$ cat config.mk
export PLATFORM = sky130hd
export DESIGN_NAME = univ_shiftreg
export DESIGN_NICKNAME = d
export VERILOG_FILES = /design/src/rtl/univ_shiftreg.sv
export SDC_FILE = /design/constraint.sdc
export NUM_CORES = 1
export LEC_CHECK = 0
export BUFFER_PORTS_ARGS = -buffer_cell sky130_fd_sc_hd__buf_4
export CAP_MARGIN = 20
export CORE_AREA = 2 2 39 41
export DETAILED_ROUTE_END_ITERATION = 10
export DIE_AREA = 0 0 41 43
export GPL_TIMING_DRIVEN = 0
export PLACE_DENSITY = 0.78
export SYNTH_ARGS = -nofsm -noshare
export SYNTH_HDL_FRONTEND = slang
export SYNTH_SLANG_ARGS = --single-unit
$ cat constraint.sdc
create_clock -name CLK -period 1.4 [get_ports CLK]
set_input_delay 0.28 -clock CLK [delete_from_list [all_inputs] [get_ports CLK]]
set_output_delay 0.28 -clock CLK [all_outputs]
set_load 0.005 [all_outputs]
$ cat src/rtl/univ_shiftreg.sv
// Parametrised universal shift register: hold/shift/rotate/arith-shift/load/clear,
// with a shift counter that pulses DONE after every N shift operations.
module univ_shiftreg #(
   parameter int             N         = 4,
   parameter logic [N-1:0]   RESET_VAL = '0
) (
   input  logic                      CLK,
   input  logic                      RST_N,
   input  logic                      EN,
   input  logic [2:0]                MODE,
   input  logic                      SIN_L,
   input  logic                      SIN_R,
   input  logic [N-1:0]              D,
   output logic [N-1:0]              Q,
   output logic                      SOUT_L,
   output logic                      SOUT_R,
   output logic [$clog2(N+1)-1:0]    CNT,
   output logic                      DONE
);

   localparam int               CW       = $clog2(N+1);
   localparam logic [CW-1:0]    CNT_LAST = CW'(N-1);

   typedef enum logic [2:0] {
      M_HOLD  = 3'b000,
      M_SHL   = 3'b001,
      M_SHR   = 3'b010,
      M_ROL   = 3'b011,
      M_ROR   = 3'b100,
      M_LOAD  = 3'b101,
      M_ASR   = 3'b110,
      M_CLEAR = 3'b111
   } mode_t;

   logic [N-1:0]  r_q;
   logic [CW-1:0] r_cnt;
   logic          r_done;

   logic [N-1:0]  w_q_nxt;
   logic [CW-1:0] w_cnt_nxt;
   logic          w_done_nxt;
   logic          w_shift_op;

   always_comb begin
      w_q_nxt    = r_q;
      w_shift_op = 1'b0;
      unique case (mode_t'(MODE))
         M_HOLD:  w_q_nxt = r_q;
         M_SHL:   begin w_q_nxt = {r_q[N-2:0], SIN_R};    w_shift_op = 1'b1; end
         M_SHR:   begin w_q_nxt = {SIN_L, r_q[N-1:1]};    w_shift_op = 1'b1; end
         M_ROL:   begin w_q_nxt = {r_q[N-2:0], r_q[N-1]}; w_shift_op = 1'b1; end
         M_ROR:   begin w_q_nxt = {r_q[0], r_q[N-1:1]};   w_shift_op = 1'b1; end
         M_LOAD:  w_q_nxt = D;
         M_ASR:   begin w_q_nxt = {r_q[N-1], r_q[N-1:1]}; w_shift_op = 1'b1; end
         M_CLEAR: w_q_nxt = '0;
         default: w_q_nxt = r_q;
      endcase
   end

   // Counter wraps to zero on the N-th shift; load and clear restart it without a pulse.
   always_comb begin
      w_cnt_nxt  = r_cnt;
      w_done_nxt = 1'b0;
      if (w_shift_op) begin
         if (r_cnt == CNT_LAST) begin
            w_cnt_nxt  = '0;
            w_done_nxt = 1'b1;
         end else begin
            w_cnt_nxt  = r_cnt + CW'(1);
         end
      end else if (MODE == M_LOAD || MODE == M_CLEAR) begin
         w_cnt_nxt = '0;
      end
   end

   always_ff @(posedge CLK or negedge RST_N) begin
      if (!RST_N) begin
         r_q    <= RESET_VAL;
         r_cnt  <= '0;
         r_done <= 1'b0;
      end else if (EN) begin
         r_q    <= w_q_nxt;
         r_cnt  <= w_cnt_nxt;
         r_done <= w_done_nxt;
      end else begin
         r_done <= 1'b0;
      end
   end

   assign Q      = r_q;
   assign SOUT_L = r_q[N-1];
   assign SOUT_R = r_q[0];
   assign CNT    = r_cnt;
   assign DONE   = r_done;

endmodule

# After elaboration in Yosys (flattened, before gate mapping)
# Index checks and enable logic that the tools add are counted.
[word_totals]
register_bits = 8
input_bits = 12
output_inout_bits = 10
word_cells = 30
[classes]
add_sub_neg = 1
n_eq_ne = 8
muxes = 8
bitwise = 2
n_reduce_logical = 7
[ops]
columns = ["op", "count"]
rows = [
  ["4-bit case mux with 7 select lines", 1],
  ["3-bit == test (second input constant)", 4],
  ["3-bit by 2-bit == test with 1-bit output (second input constant)", 3],
  ["3-bit two-way mux", 3],
  ["5-bit OR reduction", 1],
  ["1-bit two-way mux", 4],
  ["2-bit AND reduction", 2],
  ["3-bit by 1-bit adder with 3-bit output (second input constant)", 1],
  ["3-bit by 1-bit == test with 1-bit output (second input constant)", 1],
  ["3-bit zero test", 1],
  ["3-bit AND reduction", 1],
  ["1-bit NOT", 2],
  ["2-bit nonzero test", 1],
  ["1-bit logical OR", 1],
]

# Longest topological paths before layout
# Gate-level depths: netlist (run 1).
[logic_depth]
word_depth = 5
ltp_mapped = 5
ltp_nobuf = 3

# Least setup slack after synthesis (run 1)
# No wires, ideal clock.
[synth_timing]
path_type = "input to register"
start = "input port MODE[2]"
end = "register r_q[2], in the netlist Q[2]"
setup_time_ps = 121
t_arrival_ps = 1009
t_required_ps = 1279
setup_slack_ps = 270
stages = 4
n_path_buf = 1
cell_sequence = "buf_6 > o21ba_1 > a221o_1 > o22a_1"
[synth_between]
elab_chain_cells = 3
elab_cells_between_ends = 11
cone_classes = "7 x eq/ne; 1 x mux; 1 x bitwise; 2 x reduce/logical"
[synth_lines]
columns = ["item", "line", "text"]
rows = [
  ["start, declared", "10", "input logic [2:0] MODE,"],
  ["parallel branches: the longest is 3 deep, another holds 4-bit case mux with 7 select lines", "-", ""],
  ["end signal, assigned", "82", "r_q <= w_q_nxt;"],
  ["end, declared", "35", "logic [N-1:0] r_q;"],
]
# Parallel ways; which one is timed is not known.
# A chain may end at the register's enable or synchronous reset.

# Worst setup path in the final report (run 1)
[layout_timing]
start = "register r_q[0], in the netlist Q[0]"
end = "output port Q[0]"
[layout_lines]
columns = ["item", "line", "text"]
rows = [
  ["end, declared", "14", "output logic [N-1:0] Q,"],
]
# No word-level cell between the ends.

==> flow_summary.html, run 1 <==
<table>
<tr><th>Metric</th><th>Value</th></tr>
<tr><th colspan="2">CTS</th></tr>
<tr><td># H-tree levels</td><td>1</td></tr>
<tr><td>Number of buffers added for setup after CTS</td><td>0</td></tr>
<tr><td>Clock transition at the register clock pins on the worst setup and hold paths after CTS</td><td>60 ps</td></tr>
<tr><td>Total clock sinks</td><td>8</td></tr>
<tr><td>Clock latency of the later-clocked register in the worst-skew pair</td><td>250 ps</td></tr>
<tr><td>Total clock buffers created by CTS</td><td>3</td></tr>
<tr><td>Buffer type at the clock tree root</td><td>sky130_fd_sc_hd__clkbuf_4</td></tr>
<tr><td>Buffers from clock root to sink, at most</td><td>2</td></tr>
<tr><td>CTS tree</td><td>done</td></tr>
<tr><th colspan="2">Setup path</th></tr>
<tr><td>Reg2reg end</td><td>Q[3]$_DFFE_PN0P_</td></tr>
<tr><td>Sort of element at the start of the critical path</td><td>flip-flop</td></tr>
<tr><td>R2r worst-path depth</td><td>3</td></tr>
<tr><td>Cells traversed along the worst timing path</td><td>buf_4, buf_4</td></tr>
<tr><td>Critical path's largest stage delay</td><td>430 ps</td></tr>
<tr><td>Launch instance of the worst register-to-register path</td><td>Q[0]$_DFFE_PN0P_</td></tr>
<tr><td>Buffers and inverters on the worst path</td><td>2</td></tr>
<tr><td>Worst path required time</td><td>1120 ps</td></tr>
<tr><td>Element type at the critical path end</td><td>output pin</td></tr>
<tr><td>Data arrival, critical path</td><td>950 ps</td></tr>
<tr><td>Critical Setup Path Class</td><td>reg2out</td></tr>
<tr><td>Master of the slowest instance on the critical path</td><td>sky130_fd_sc_hd__dfrtp_1</td></tr>
<tr><td>Register-to-register setup slack</td><td>230 ps</td></tr>
<tr><td>Cell with the most instances on the worst path</td><td>sky130_fd_sc_hd__buf_4</td></tr>
<tr><td>Largest driver fanout on the critical path</td><td>5</td></tr>
<tr><td>CP top delay family</td><td>flip-flops</td></tr>
<tr><th colspan="2">Detailed routing</th></tr>
<tr><td>Detailed-router iteration count before antenna repair</td><td>3</td></tr>
<tr><td>Antenna-violating nets left</td><td>0</td></tr>
<tr><td>First-iteration detailed-routing DRC count</td><td>16</td></tr>
<tr><td>Number of remaining DRC errors</td><td>0</td></tr>
<tr><td>Vias</td><td>503</td></tr>
<tr><td>Total Wirelength</td><td>1.240 mm</td></tr>
<tr><td>Detail-routed net length per standard cell</td><td>12.78 um</td></tr>
<tr><td>Per-cell via count in the routed design</td><td>5.186</td></tr>
<tr><th colspan="2">Pwr</th></tr>
<tr><td>Pwr dens</td><td>1030 nW/um2</td></tr>
<tr><td>Max rail drop VDD</td><td>548.4 uV</td></tr>
<tr><td>Leak Pwr</td><td>0.0003712 uW</td></tr>
<tr><th colspan="2">Synthesis</th></tr>
<tr><td>Sequential fraction of the synthesis area</td><td>0.3587</td></tr>
<tr><td>Synth warn</td><td>0</td></tr>
<tr><td>Syn Inst Count</td><td>57</td></tr>
<tr><td>Number of distinct library cells after synthesis</td><td>34</td></tr>
<tr><td>Mean cell area of the mapped netlist</td><td>9.790 um2</td></tr>
<tr><td>Number of register bits inferred by synthesis</td><td>8</td></tr>
<tr><td>Post-Synthesis Cell Area</td><td>558.0 um2</td></tr>
<tr><td>Number of nets in the synthesized netlist</td><td>70</td></tr>
<tr><th colspan="2">Floorplanning</th></tr>
<tr><td>Die span in y</td><td>43 um</td></tr>
<tr><td>Die area</td><td>1763 um2</td></tr>
<tr><td>X dimension of the die</td><td>41 um</td></tr>
<tr><td>Number of ports placed on the die boundary</td><td>22</td></tr>
<tr><td>Starting density of the core</td><td>0.4033</td></tr>
<tr><td>Core Rows</td><td>14</td></tr>
<tr><td>Core ar.</td><td>1384 um2</td></tr>
<tr><th colspan="2">Finish</th></tr>
<tr><td>Post-Layout Inst Area</td><td>760.7 um2</td></tr>
<tr><td>Antenna Diode Count</td><td>0</td></tr>
<tr><td>Area delta synth-&gt;final</td><td>36.32%</td></tr>
<tr><td>Fraction of layout instances using a drive strength above 1</td><td>0.3827</td></tr>
<tr><td>Fraction of the core area covered by cells at the end of the flow</td><td>0.5497</td></tr>
<tr><td>Count of nets after finishing</td><td>96</td></tr>
<tr><th colspan="2">Global route</th></tr>
<tr><td>Global-route wire length before repair</td><td>1.966 mm</td></tr>
<tr><td>Number of global-route vias before repair</td><td>456</td></tr>
<tr><td>Gr ovfl total</td><td>0</td></tr>
<tr><td>Initial antenna violation count</td><td>0</td></tr>
<tr><td>Maximum number of pins on one net before global-route repair</td><td>11</td></tr>
<tr><td>Overall global routing resource usage</td><td>0.1630</td></tr>
<tr><th colspan="2">Run status</th></tr>
<tr><td>Run status</td><td>completed</td></tr>
<tr><th colspan="2">STA</th></tr>
<tr><td>Relative slew slack</td><td>0.7779</td></tr>
<tr><td>Final hold violation count</td><td>0</td></tr>
<tr><td>Share of the cycle needed by the critical path after routing</td><td>0.8775</td></tr>
<tr><td>Worst-margin pin slew</td><td>333.1 ps</td></tr>
<tr><td>Highest Clock Rate</td><td>0.8140 GHz</td></tr>
<tr><td>Setup violators final</td><td>0</td></tr>
<tr><td>Final setup TNS</td><td>0 ps</td></tr>
<tr><td>RSZ-0062 raised after global routing</td><td>no</td></tr>
<tr><td>Number of pins exceeding their max-slew limit in the final report</td><td>0</td></tr>
<tr><td>Worst Skew</td><td>1.493 ps</td></tr>
<tr><td>Min cycle time layout</td><td>1229 ps</td></tr>
<tr><th colspan="2">Place</th></tr>
<tr><td>I/O Buffers</td><td>20</td></tr>
<tr><td>Routability congestion estimate</td><td>0.8212</td></tr>
<tr><td>DP Wirelength</td><td>934.7 um</td></tr>
<tr><td>Placed Instance Area</td><td>728.2 um2</td></tr>
<tr><th colspan="2">Worst hold path</th></tr>
<tr><td>Path type of the worst min-delay path</td><td>in2reg</td></tr>
<tr><td>Launch point of the worst hold path</td><td>EN</td></tr>
<tr><td>Worst Hold Depth</td><td>3</td></tr>
<tr><td>Terminating pin of the worst hold path</td><td>Q[1]$_DFFE_PN0P_</td></tr>
<tr><th colspan="2">Run</th></tr>
<tr><td>Max-capacitance violation count</td><td>0</td></tr>
</table>
cell usage after synthesis (all sizes together):
master	instances	area (um2)
a221o	2	20.02
a21o	1	7.510
nand2	5	18.77
nand3b	1	7.510
o31ai	2	28.78
buf	6	57.54
nor2b	2	12.51
nand3	4	20.02
nor2	2	7.510
a21boi	1	7.510
o22a	1	8.760
o221ai	1	8.760
xor2	1	8.760
o31a	1	8.760
dfrtp	8	200.2
o21a	2	15.01
ha	1	12.51
a211oi	1	7.510
nor3b	1	7.510
a22o	1	8.760
o21ba	1	10.01
and3	1	6.260
nand2b	1	6.260
a2bb2oi	1	8.760
o32a	1	10.01
or2	1	6.260
nor3	1	5.000
inv	2	7.510
a21oi	4	23.77
state kept, by name (all words and copies together) (netlist names):
register,count
DONE,1
CNT,3
Q,4
layer usage:
layer  GRT usage  vias to the layer above  routed length (um)
met1      0.2310                      230                 584
met2      0.2281                       13                 581
met3     0.04712                        2                  59
met4     0.06000                        0                  14
li1            -                      258                   -
met5           0                        -                   0
how the worst max path moves through the flow:
| stage | slack, ps | to | cells past startpoint | startpoint |
|---|---|---|---|---|
| after detailed placement | 80 | Q[0]$_DFFE_PN0P_ | 5 | MODE[1] |
| final | 170 | Q[0] | 2 | Q[0]$_DFFE_PN0P_ |
| after floorplan | 270 | Q[2]$_DFFE_PN0P_ | 4 | MODE[2] |
| after global routing | 120 | Q[3] | 2 | Q[3]$_DFFE_PN0P_ |
| after CTS | 170 | Q[0] | 2 | Q[0]$_DFFE_PN0P_ |
| after global placement | 90 | Q[0]$_DFFE_PN0P_ | 5 | MODE[1] |
repair_timing:
action,in CTS,in global routing
hold buffers,1,0
gates resized for setup,0,0
endpoints found under the hold margin,8,0
cells by family (layout without fill, tap and decap cells):
| kind of cell | count (synthesis) | in the layout | share of synthesized area |
|---|---|---|---|
| buf+inv | 8 | 32 | 0.1166 |
| simple gates | 19 | 19 | 0.1749 |
| fa+ha+maj | 1 | 1 | 0.02242 |
| xor+xnor | 1 | 1 | 0.01570 |
| compound gates | 20 | 20 | 0.3117 |
| flops | 8 | 8 | 0.3587 |
worst register-to-register path: stages (launching register included):
cell                       delay [ps]
sky130_fd_sc_hd__dfrtp_1          430
sky130_fd_sc_hd__nor3b_1          220
sky130_fd_sc_hd__a211oi_1          70
sky130_fd_sc_hd__o32a_1           330
cell type report:
class	count	area, um2
sequential	8	200.2
tap	16	20.02
multi-input combinational	41	292.8
clock buffer	3	22.52
fill	131	623.1
buffer	6	57.56
inverter	2	7.507
timing repair buffer	21	160.2
cell usage in the layout, fill, tap and decap left out, drive strengths merged, types with 2 or more instances in the layout:
cell	count
nor2	2
o21a	2
dfrtp	8
buf	26
o31ai	2
nand3	4
inv	2
a21oi	4
nor2b	2
a221o	2
nand2	5
clkbuf	3
through the flow:
step / std cells / power [uW] / setup WS [ps] / hold WS, ps
floorplan: 57 / 467.4 / 270.2 / -15.59
global placement: 93 / 600.6 / 93.58 / 100.9
detailed placement: 93 / 609.2 / 82.28 / 103.9
CTS: 97 / 790.6 / 165.0 / 361.2
global route: 97 / 845.7 / 119.7 / 365.1
finish: 97 / 783.2 / 171.5 / 365.0
report_power, final:
part	internal (uW)	total (uW)	switching, uW
Clock	98.3	179	80.7
Sequential	276	321	44.7
Combinational	171	284	112
Power figures use the tool's default switching activity.
==> run 2, diff against run 1 <==
- ABC_AREA: default -> 1
- PLACE_DENSITY: 0.78 -> 0.8
- REMOVE_ABC_BUFFERS: default -> 1
==> flow_summary.html, run 2 <==
<table>
<tr><th>Metric</th><th>Value</th></tr>
<tr><th colspan="2">STA</th></tr>
<tr><td>Final hold violation count</td><td>0 (unchanged)</td></tr>
<tr><td>Final setup TNS</td><td>0 ps (unchanged)</td></tr>
<tr><td>Setup violators final</td><td>0 (unchanged)</td></tr>
<tr><td>Worst Skew</td><td>1.428 ps (-0.06520 ps)</td></tr>
<tr><td>Number of pins exceeding their max-slew limit in the final report</td><td>0 (unchanged)</td></tr>
<tr><td>Worst-margin pin slew</td><td>190.8 ps (-142.3 ps)</td></tr>
<tr><td>Highest Clock Rate</td><td>0.9088 GHz (+12%)</td></tr>
<tr><td>Min cycle time layout</td><td>1100 ps (-128.2 ps)</td></tr>
<tr><td>Relative slew slack</td><td>0.8726 (+0.09472)</td></tr>
<tr><td>RSZ-0062 raised after global routing</td><td>no</td></tr>
<tr><td>Crit path setup slack, layout</td><td>299.6 ps (+128.2 ps)</td></tr>
<tr><td>Share of the cycle needed by the critical path after routing</td><td>0.7860 (-0.09154)</td></tr>
<tr><th colspan="2">Worst hold path</th></tr>
<tr><td>Path type of the worst min-delay path</td><td>in2reg</td></tr>
<tr><td>Launch point of the worst hold path</td><td>EN</td></tr>
<tr><td>Worst Hold Depth</td><td>4 (+1)</td></tr>
<tr><td>Terminating pin of the worst hold path</td><td>CNT[1]$_DFFE_PN0P_</td></tr>
<tr><th colspan="2">Synthesis</th></tr>
<tr><td>Top cells by area in the synthesized netlist</td><td>sky130_fd_sc_hd__dfrtp_1 35%, sky130_fd_sc_hd__nand2_1 10%, sky130_fd_sc_hd__inv_1 7.2%, sky130_fd_sc_hd__nor2_1 6.5%, sky130_fd_sc_hd__a21oi_2 4.6%</td></tr>
<tr><td>Syn Inst Count</td><td>81 (+42%)</td></tr>
<tr><td>Most common cell in the synthesized netlist</td><td>sky130_fd_sc_hd__nand2_1</td></tr>
<tr><td>Proportion of netlist area held by the largest area contributor</td><td>0.3471 (-0.01167)</td></tr>
<tr><td>Flip-flop cell with the highest count after synthesis</td><td>sky130_fd_sc_hd__dfrtp_1</td></tr>
<tr><td>Post-Synthesis Cell Area</td><td>576.8 um2 (+3.4%)</td></tr>
<tr><td>Mean cell area of the mapped netlist</td><td>7.121 um2 (-27%)</td></tr>
<tr><td>Synth warn</td><td>0 (unchanged)</td></tr>
<tr><td>Number of register bits inferred by synthesis</td><td>8 (unchanged)</td></tr>
<tr><td>Synth cell count leaders</td><td>16 x sky130_fd_sc_hd__nand2_1, 11 x sky130_fd_sc_hd__inv_1, 10 x sky130_fd_sc_hd__nor2_1, 8 x sky130_fd_sc_hd__dfrtp_1</td></tr>
<tr><td>Cell type with the highest aggregate area in the netlist</td><td>sky130_fd_sc_hd__dfrtp_1</td></tr>
<tr><td>Sequential fraction of the synthesis area</td><td>0.3471 (-0.01167)</td></tr>
<tr><td>Number of distinct library cells after synthesis</td><td>19 (-44%)</td></tr>
<tr><td>Fraction of synthesis flops using an asynchronous set or reset pin</td><td>1.000 (unchanged)</td></tr>
<tr><td>Number of enable-type register cells in the synthesized netlist</td><td>0 (unchanged)</td></tr>
<tr><th colspan="2">Place</th></tr>
<tr><td>DP Wirelength</td><td>977.4 um (+4.6%)</td></tr>
<tr><td>I/O Buffers</td><td>21 (+5.0%)</td></tr>
<tr><td>Placed Instance Area</td><td>726.9 um2 (-0.17%)</td></tr>
<tr><td>Routability congestion estimate</td><td>0.7845 (-4.5%)</td></tr>
<tr><td>Placement-stage worst setup slack</td><td>271.4 ps (+189.2 ps)</td></tr>
<tr><th colspan="2">Setup path</th></tr>
<tr><td>Critical path's largest stage delay</td><td>420 ps (about the same)</td></tr>
<tr><td>Worst path required time</td><td>1120 ps (about the same)</td></tr>
<tr><td>Data arrival, critical path</td><td>820 ps (-130 ps)</td></tr>
<tr><td>Buffers and inverters on the worst path</td><td>1 (-1)</td></tr>
<tr><td>Element type at the critical path end</td><td>output pin</td></tr>
<tr><td>Critical Setup Path Class</td><td>reg2out</td></tr>
<tr><td>Register-to-register setup slack</td><td>440 ps (+210 ps)</td></tr>
<tr><td>CP top delay family</td><td>flip-flops</td></tr>
<tr><td>Reg2reg end</td><td>CNT[0]$_DFFE_PN0P_</td></tr>
<tr><td>Cells traversed along the worst timing path</td><td>buf_4</td></tr>
<tr><td>Largest driver fanout on the critical path</td><td>5 (unchanged)</td></tr>
<tr><td>Launch instance of the worst register-to-register path</td><td>CNT[0]$_DFFE_PN0P_</td></tr>
<tr><td>R2r worst-path depth</td><td>4 (+1)</td></tr>
<tr><td>Sort of element at the start of the critical path</td><td>flip-flop</td></tr>
<tr><td>Master of the slowest instance on the critical path</td><td>sky130_fd_sc_hd__dfrtp_1</td></tr>
<tr><th colspan="2">Pwr</th></tr>
<tr><td>Pwr dens</td><td>1037 nW/um2 (+0.70%)</td></tr>
<tr><td>Leak Pwr</td><td>0.0004159 uW (+12%)</td></tr>
<tr><td>Max rail drop VDD</td><td>577.7 uV (+5.3%)</td></tr>
<tr><th colspan="2">CTS</th></tr>
<tr><td>CTS-repair resized insts</td><td>0 (unchanged)</td></tr>
<tr><td>Clock latency of the later-clocked register in the worst-skew pair</td><td>240 ps (about the same)</td></tr>
<tr><td>Buffer type at the clock tree root</td><td>sky130_fd_sc_hd__clkbuf_4</td></tr>
<tr><td>CTS tree</td><td>done</td></tr>
<tr><td>Number of buffers added for setup after CTS</td><td>0 (unchanged)</td></tr>
<tr><td># H-tree levels</td><td>1 (unchanged)</td></tr>
<tr><td>Total clock sinks</td><td>8 (unchanged)</td></tr>
<tr><td>Hold Buf Count CTS</td><td>1 (unchanged)</td></tr>
<tr><td>Total clock buffers created by CTS</td><td>3 (unchanged)</td></tr>
<tr><td>Buffers from clock root to sink, at most</td><td>2 (unchanged)</td></tr>
<tr><td>Clock transition at the register clock pins on the worst setup and hold paths after CTS</td><td>50 ps (about the same)</td></tr>
<tr><th colspan="2">Detailed routing</th></tr>
<tr><td>Detail-routed net length per standard cell</td><td>10.35 um (-19%)</td></tr>
<tr><td>First-iteration detailed-routing DRC count</td><td>16 (unchanged)</td></tr>
<tr><td>Number of remaining DRC errors</td><td>0 (unchanged)</td></tr>
<tr><td>Vias</td><td>586 (+17%)</td></tr>
<tr><td>Total Wirelength</td><td>1.221 mm (-1.5%)</td></tr>
<tr><td>Antenna-violating nets left</td><td>0 (unchanged)</td></tr>
<tr><td>Per-cell via count in the routed design</td><td>4.966 (-4.2%)</td></tr>
<tr><td>Detailed-router iteration count before antenna repair</td><td>4 (+1)</td></tr>
<tr><th colspan="2">Floorplanning</th></tr>
<tr><td>Die span in y</td><td>43 um (unchanged)</td></tr>
<tr><td>Core ar.</td><td>1384 um2 (unchanged)</td></tr>
<tr><td>Starting density of the core</td><td>0.4168 (+0.01356)</td></tr>
<tr><td>Number of ports placed on the die boundary</td><td>22 (unchanged)</td></tr>
<tr><td>X dimension of the die</td><td>41 um (unchanged)</td></tr>
<tr><td>Die area</td><td>1763 um2 (unchanged)</td></tr>
<tr><td>Core Rows</td><td>14 (unchanged)</td></tr>
<tr><th colspan="2">Finish</th></tr>
<tr><td>Count of nets after finishing</td><td>117 (+22%)</td></tr>
<tr><td>Number of flip-flops under the largest register name</td><td>4 (unchanged)</td></tr>
<tr><td>Most frequent standard cell in the layout excluding fill and tap cells</td><td>sky130_fd_sc_hd__buf_4</td></tr>
<tr><td>Antenna Diode Count</td><td>0 (unchanged)</td></tr>
<tr><td>Post-Layout Inst Area</td><td>759.5 um2 (-0.16%)</td></tr>
<tr><td>Most frequent cells in the layout</td><td>21 x sky130_fd_sc_hd__buf_4, 16 x sky130_fd_sc_hd__nand2_1, 11 x sky130_fd_sc_hd__inv_1, 10 x sky130_fd_sc_hd__nor2_1, 8 x sky130_fd_sc_hd__dfrtp_1</td></tr>
<tr><td>Fraction of layout instances using a drive strength above 1</td><td>0.3824 (about the same)</td></tr>
<tr><td>Area delta synth-&gt;final</td><td>31.67%</td></tr>
<tr><th colspan="2">Global route</th></tr>
<tr><td>Number of global-route vias before repair</td><td>461 (+1.1%)</td></tr>
<tr><td>Initial antenna violation count</td><td>0 (unchanged)</td></tr>
<tr><td>Overall global routing resource usage</td><td>0.1585 (-0.004419)</td></tr>
<tr><td>Maximum number of pins on one net before global-route repair</td><td>12 (+1)</td></tr>
<tr><td>Gr ovfl total</td><td>0 (unchanged)</td></tr>
<tr><td>Global-route wire length before repair</td><td>1.897 mm (-3.5%)</td></tr>
<tr><th colspan="2">Run status</th></tr>
<tr><td>Run status</td><td>completed</td></tr>
<tr><th colspan="2">Run</th></tr>
<tr><td>Max-capacitance violation count</td><td>0 (unchanged)</td></tr>
</table>
[run 2: how the worst max path moves through the flow]
stage,from,end,depth (start not counted)
finish,Q[3]$_DFFE_PN0P_,Q[3],1
global placement,MODE[0],CNT[0]$_DFFE_PN0P_,7
floorplan,CNT[0]$_DFFE_PN0P_,CNT[0]$_DFFE_PN0P_,4
global route,Q[3]$_DFFE_PN0P_,Q[3],1
CTS,Q[3]$_DFFE_PN0P_,Q[3],1
detailed placement,MODE[0],CNT[0]$_DFFE_PN0P_,7
[run 2: through the flow]
stage | utilization | hold slack [ps] | total power (uW) | cells
finish | 0.5488 | 375.0 | 787.4 | 118
global route | 0.5488 | 390.1 | 849.0 | 118
detailed placement | 0.5253 | 103.4 | 625.7 | 114
floorplan | - | -15.59 | 473.0 | 77
global placement | 0.5253 | 100.7 | 616.8 | 114
CTS | 0.5488 | 371.1 | 803.9 | 118
[run 2: layer usage]
metal	vias to the layer above	wire [um]	GRT usage
met5	-	0	0
met4	0	9	0.1000
met3	2	80	0.01571
met2	16	618	0.2250
met1	270	512	0.2207
li1	298	-	-
[run 2: cell families after synthesis]
group / after synthesis / synth area share
DFF: 8 / 0.3471
buffers and inverters: 18 / 0.1475
and+or+nand+nor: 42 / 0.3405
AOI/OAI and AO/OA: 12 / 0.1432
adders and majority gates: 1 / 0.02169
[run 2: power by group]
group          switching, uW  total [uW]  internal (uW)
Clock                   68.6         166           97.4
Sequential              45.3         322            277
Combinational            142         299            157
Total                    256         787            532
[run 2: layout make-up]
cell class                 instances  area, um2
clock buffer                       3      22.52
tap                               16      20.02
timing repair buffer              22      167.7
fill                             143      624.3
sequential                         8      200.2
inverter                          14      57.56
multi-input combinational         55      291.5
